File: config.mk
export PLATFORM = sky130hd
export DESIGN_NAME = eca_engine
export DESIGN_NICKNAME = d
export VERILOG_FILES = /design/src/rtl/eca_pkg.sv /design/src/rtl/eca_cell.sv /design/src/rtl/eca_engine.sv
export SDC_FILE = /design/constraint.sdc
export NUM_CORES = 1
export LEC_CHECK = 0
export BUFFER_PORTS_ARGS = -buffer_cell sky130_fd_sc_hd__buf_2
export CAP_MARGIN = 30
export CORE_MARGIN = 4
export CORE_UTILIZATION = 56
export DETAILED_ROUTE_END_ITERATION = 10
export PLACE_DENSITY_LB_ADDON = 0.25
export SYNTH_ARGS = -nofsm -noshare
export SYNTH_HDL_FRONTEND = slang
export SYNTH_SLANG_ARGS = --single-unit
File: constraint.sdc
create_clock -name clk -period 2.3 [get_ports clk]
set_input_delay 0.46 -clock clk [delete_from_list [all_inputs] [get_ports clk]]
set_output_delay 0.46 -clock clk [all_outputs]
set_load 0.05 [all_outputs]
File: src/rtl/eca_pkg.sv
// rtl/eca_pkg.sv - shared types, constants and rule-lookup helper for the ECA engine
package eca_pkg;

    localparam int RULE_W = 8;

    typedef enum logic [0:0] {
        IDLE = 1'b0,
        EMIT = 1'b1
    } eca_state_t;

    // Rule bit 7 answers pattern 000 and bit 0 answers 111, so the
    // neighbourhood value is mirrored to get the bit position.
    function automatic logic [2:0] rule_idx(input logic l, input logic c, input logic r);
        return 3'd7 - {l, c, r};
    endfunction

endpackage

File: src/rtl/eca_cell.sv
// rtl/eca_cell.sv - one cellular-automaton cell: rule lookup on {left, centre, right}
// Ports: l/c/r neighbourhood bits, rule table in, next cell value out.
module eca_cell
    import eca_pkg::*;
(
    input  logic              l,
    input  logic              c,
    input  logic              r,
    input  logic [RULE_W-1:0] rule,
    output logic              next
);

    assign next = rule[rule_idx(l, c, r)];

endmodule

File: src/rtl/eca_engine.sv
// rtl/eca_engine.sv - elementary cellular-automaton engine streaming one generation per cycle
// Ports: clk/rst (sync, active-high); cfg_* configuration handshake (rule, seed,
// steps, wrap, edge); abort; out_valid/out_ready/out_data/out_gen generation
// stream; busy while emitting; done pulses after the final generation is taken.
module eca_engine
    import eca_pkg::*;
#(
    parameter int WIDTH  = 16,
    parameter int STEP_W = 16
) (
    input  logic              clk,
    input  logic              rst,
    input  logic              cfg_valid,
    output logic              cfg_ready,
    input  logic [RULE_W-1:0] cfg_rule,
    input  logic [WIDTH-1:0]  cfg_seed,
    input  logic [STEP_W-1:0] cfg_steps,
    input  logic              cfg_wrap,
    input  logic              cfg_edge,
    input  logic              abort,
    output logic              out_valid,
    input  logic              out_ready,
    output logic [WIDTH-1:0]  out_data,
    output logic [STEP_W-1:0] out_gen,
    output logic              busy,
    output logic              done
);

    eca_state_t        r_state;
    logic [RULE_W-1:0] r_rule;
    logic              r_wrap;
    logic              r_edge;
    logic [WIDTH-1:0]  r_data;
    logic [STEP_W-1:0] r_remaining;
    logic [STEP_W-1:0] r_gen;
    logic              r_done;

    logic [WIDTH-1:0]  w_left;
    logic [WIDTH-1:0]  w_right;
    logic [WIDTH-1:0]  w_next;

    // Left neighbour sits on the MSB side, right neighbour on the LSB side.
    // The two end cells take either the opposite end (wrap) or the edge value.
    genvar gi;
    generate
        for (gi = 0; gi < WIDTH; gi++) begin : g_cell
            if (gi == WIDTH - 1) begin : g_left_end
                assign w_left[gi] = r_wrap ? r_data[0] : r_edge;
            end else begin : g_left_mid
                assign w_left[gi] = r_data[gi+1];
            end

            if (gi == 0) begin : g_right_end
                assign w_right[gi] = r_wrap ? r_data[WIDTH-1] : r_edge;
            end else begin : g_right_mid
                assign w_right[gi] = r_data[gi-1];
            end

            eca_cell u_cell (
                .l    (w_left[gi]),
                .c    (r_data[gi]),
                .r    (w_right[gi]),
                .rule (r_rule),
                .next (w_next[gi])
            );
        end
    endgenerate

    always_ff @(posedge clk) begin
        if (rst) begin
            r_state     <= IDLE;
            r_rule      <= '0;
            r_wrap      <= 1'b0;
            r_edge      <= 1'b0;
            r_data      <= '0;
            r_remaining <= '0;
            r_gen       <= '0;
            r_done      <= 1'b0;
        end else begin
            r_done <= 1'b0;
            case (r_state)
                IDLE: begin
                    // abort has no meaning here, so a same-cycle config still lands
                    if (cfg_valid) begin
                        r_rule      <= cfg_rule;
                        r_wrap      <= cfg_wrap;
                        r_edge      <= cfg_edge;
                        r_data      <= cfg_seed;
                        r_remaining <= cfg_steps;
                        r_gen       <= '0;
                        r_state     <= EMIT;
                    end
                end
                EMIT: begin
                    // abort beats a same-cycle handshake: nothing advances, no done
                    if (abort) begin
                        r_state <= IDLE;
                    end else if (out_ready) begin
                        if (r_remaining == '0) begin
                            r_state <= IDLE;
                            r_done  <= 1'b1;
                        end else begin
                            r_data      <= w_next;
                            r_remaining <= r_remaining - STEP_W'(1);
                            r_gen       <= r_gen + STEP_W'(1);
                        end
                    end
                end
                default: r_state <= IDLE;
            endcase
        end
    end

    assign cfg_ready = (r_state == IDLE);
    assign out_valid = (r_state == EMIT);
    assign busy      = (r_state == EMIT);
    assign out_data  = r_data;
    assign out_gen   = r_gen;
    assign done      = r_done;

endmodule

==> results.md <==
- Seq/Total Area, Yosys: 29.4%
- Post-Route WL: 10,700 um
- Adder-cell share of the synthesized area: less than 1%
- Clock root cell: clkbuf_8
- Hold buffer count at CTS: 0
- WP data arrival: between 2 and 2.5 ns
- Crit. End Element: flip-flop
- Die W: 93.4 um
- Post-Syn Instances: about 460
- Crit-path leading delay family: compound AO/OA/AOI/OAI gates
- WL per Instance: 17.4 um
- Peak VDD IR: 356 uV
- Relative slew slack: around three fifths
- Max-Cap Viols: 0
- Top post-synthesis cells by count: nand2_1 (63), dfxtp_1 (60), a21oi_1 (57), mux4_2 (31), clkbuf_1 (30)
- Worst hold path type: in -> reg
- CTS tree: yes
- Post-route ant nets: 0
- Largest net degree at the start of global routing: 39
- Initial Utilization: between 50% and 60%
- Startpoint types: flip-flop
- RSZ-0062 raised after global routing: false
- Dpl hpwl: 7470 um
- Vias in the first global route: 3,609
- Layout overhead on the synthesized area: 13.7%
- Final min period: 2.07 ns
- Nets@finish: 564
- Setup ws final: 0.227 ns
- Post-Syn Area: 4080 um2
- Row count: 30
- Post-Synth Simple-Gate Area: 17.0%
- Die height: approximately 93 um
- Async S/R FF share, synth: 0%
- Die footprint: 8720 um2
- Gr ovfl total: 0
- Ys flop type: dfxtp_1
- Worst-Margin Slew: 0.608 ns
- Post-synthesis cell type count: 52
- Max Slew Vio Count: 0
- Status: finished clean
- Drt pass-1 iters: 5
- Final Core Density: 66.8%
- Complex-gate fraction of the synthesized area: 22.5%
- Post-CTS sizing: 0
- Critical Path Max Stage Delay: around 0.38 ns
- Worst hold slack: 0.355 ns
- Worst skew pair latency: 0.34 ns
- Multiplexer share of the synthesized area: 21.6%
- Synthesized Nets: 512
- Buffers and inverters on the worst path: 2
- DP Worst Slack: ~0.27 ns
- Final Total Pwr: around 3.2 mW
- Worst-path fanout max: 20
- CP max-delay cell: dfxtp_1
- 1st-iter DRT viols: 485
- First-pass GRT wire length: approximately 17,000 um
- Yosys top cell by area: dfxtp_1
- PD cells: just under 700 nW/um2
- Post-synthesis xor/xnor area fraction: 0.215%
- Area of the core: 6940 um2
- WS Path Type: reg -> reg
- Drt drc: 0
- Number of synthesized flops with an enable pin: 0
- Clock sink count: 60
- Final period utilization: about nine tenths
- Cts bufs inserted: 9
- Crit-path cells: inv_1 > ha_1 > nor3b_2 > nand3_2 > o21a_1 > buf_4 > a21oi_1 > a211oi_2
- Ratio of cells with drive above 1 in the final layout: about a third
- Fmax: 0.482 GHz
- Synth top area cells: dfxtp_1 (29%), mux4_2 (17%), a21oi_1 (7.0%), nand2_1 (5.8%), mux2i_1 (3.4%)
- Drt via density: 6.25
- Bufs on Longest Clock Path: 2
- Clock skew: 0.00685 ns
- Routability cong.: 0.901
- H-tree Lvls: 3
- Filler instances: 588
- Initial antenna violation count: 0
- Count leader, synth: nand2_1
- Reg clk slew, reported paths: 0.07 ns
- Postcts setup bufs: 0
- ANT cells: 0
- Syn Area/Cell: 8.82 um2
- Via count: 3,851
- Area fraction of the dominant cell type after synthesis: between 20% and 30%
- Largest family of logic cells by synthesized area: compound AO/OA/AOI/OAI gates
- GRT Total Usage: between 20% and 30%
- Port buffer count: 82
- Fin. Hold Viols: 0
- Synth warnings: 0
- Final setup TNS: 0 ns
- Critical Path RT: 2.56 ns
- Final count of negative-setup-slack endpoints: 0
- Leak: roughly 1.8 nW
- # IOs: slightly above 80
- Yosys reg bits: 60
==> registers in the layout (all words and copies together), names as in the netlist <==
register,flops
r_remaining,16
done,1
r_rule,8
r_edge,1
out_gen,16
busy,1
r_wrap,1
out_data,16
==> worst register-to-register path: stages, from the launching register on <==
cell and delay (ns):
dfxtp_1 0.38, inv_1 0.10, ha_1 0.23, nor3b_2 0.17
nand3_2 0.10, o21a_1 0.34, buf_4 0.33, a21oi_1 0.13
a211oi_2 0.21
==> final timing paths <==
kind	slack, ns	depth (start not counted)	to	startpoint
setup / recovery	0.23	8	out_data[9]	r_remaining[0]
hold / removal	0.36	3	r_rule[5]	cfg_rule[5]
setup reg to reg	0.23	8	out_data[9]	r_remaining[0]
hold reg to reg	0.48	2	r_remaining[9]	r_remaining[9]
==> per-stage QoR <==
step / std cells / instance area [um2]
floorplan: 463 / 4080
global placement: 600 / 4420
detailed placement: 600 / 4420
CTS: 616 / 4640
global route: 616 / 4640
finish: 616 / 4640
==> report_power, final <==
group,total [mW],internal (mW),switching (mW)
Clock,1.06,0.639,0.418
Sequential,1.28,1.11,0.169
Combinational,0.894,0.390,0.504
Total,3.23,2.14,1.09
==> metal layers <==
layer | vias to the layer above | track usage (%) | routed length [um]
met3 | 21 | 4.99 | 937
met5 | - | 0 | 0
met4 | 0 | 8.79 | 165
met2 | 198 | 38.1 | 5010
li1 | 1806 | - | -
met1 | 1826 | 35.2 | 4600
==> cell usage in the layout (no fill, tap or decap), types with 2 or more instances in the layout <==
master / Yosys / layout
o211ai_1: 8 / 8
nor2b_1: 4 / 4
a21o_1: 6 / 6
a21oi_1: 57 / 57
nor2_1: 23 / 23
or3_1: 10 / 10
nand3_1: 11 / 11
ha_1: 2 / 2
bufinv_16: 0 / 2
nor4_1: 3 / 3
o21bai_1: 2 / 2
clkbuf_8: 0 / 10
buf_2: 4 / 82
nand2b_1: 8 / 8
inv_1: 6 / 6
dfxtp_1: 60 / 59
o32ai_1: 3 / 3
nor3_1: 10 / 10
o31a_1: 3 / 3
o21a_1: 2 / 2
mux2i_1: 14 / 14
or4_1: 4 / 4
nand4_1: 2 / 2
o21ai_0: 26 / 26
clkbuf_1: 30 / 2
mux2_2: 4 / 4
a211oi_2: 11 / 11
buf_4: 18 / 18
mux4_2: 31 / 31
o22ai_1: 9 / 9
a22o_1: 2 / 2
nand2_1: 63 / 63
==> cell type report <==
class,instances,area (um2),area share (%)
timing repair buffer,100,546,11.8
clock inverter,4,72.6,1.56
multi-input combinational,337,2530,54.5
inverter,7,26.3,0.566
clock buffer,12,145,3.13
tap,96,120,2.59
sequential,60,1200,25.9
==> cell families after synthesis <==
logic type               after synthesis
adder cells (fa/ha/maj)                2
buffers and inverters                 66
AND/OR/NAND/NOR                      145
AO/OA/AOI/OAI                        140
XOR/XNOR                               1
multiplexers                          49
flip-flops                            60
Note: power is estimated with default switching activity, not from simulation.
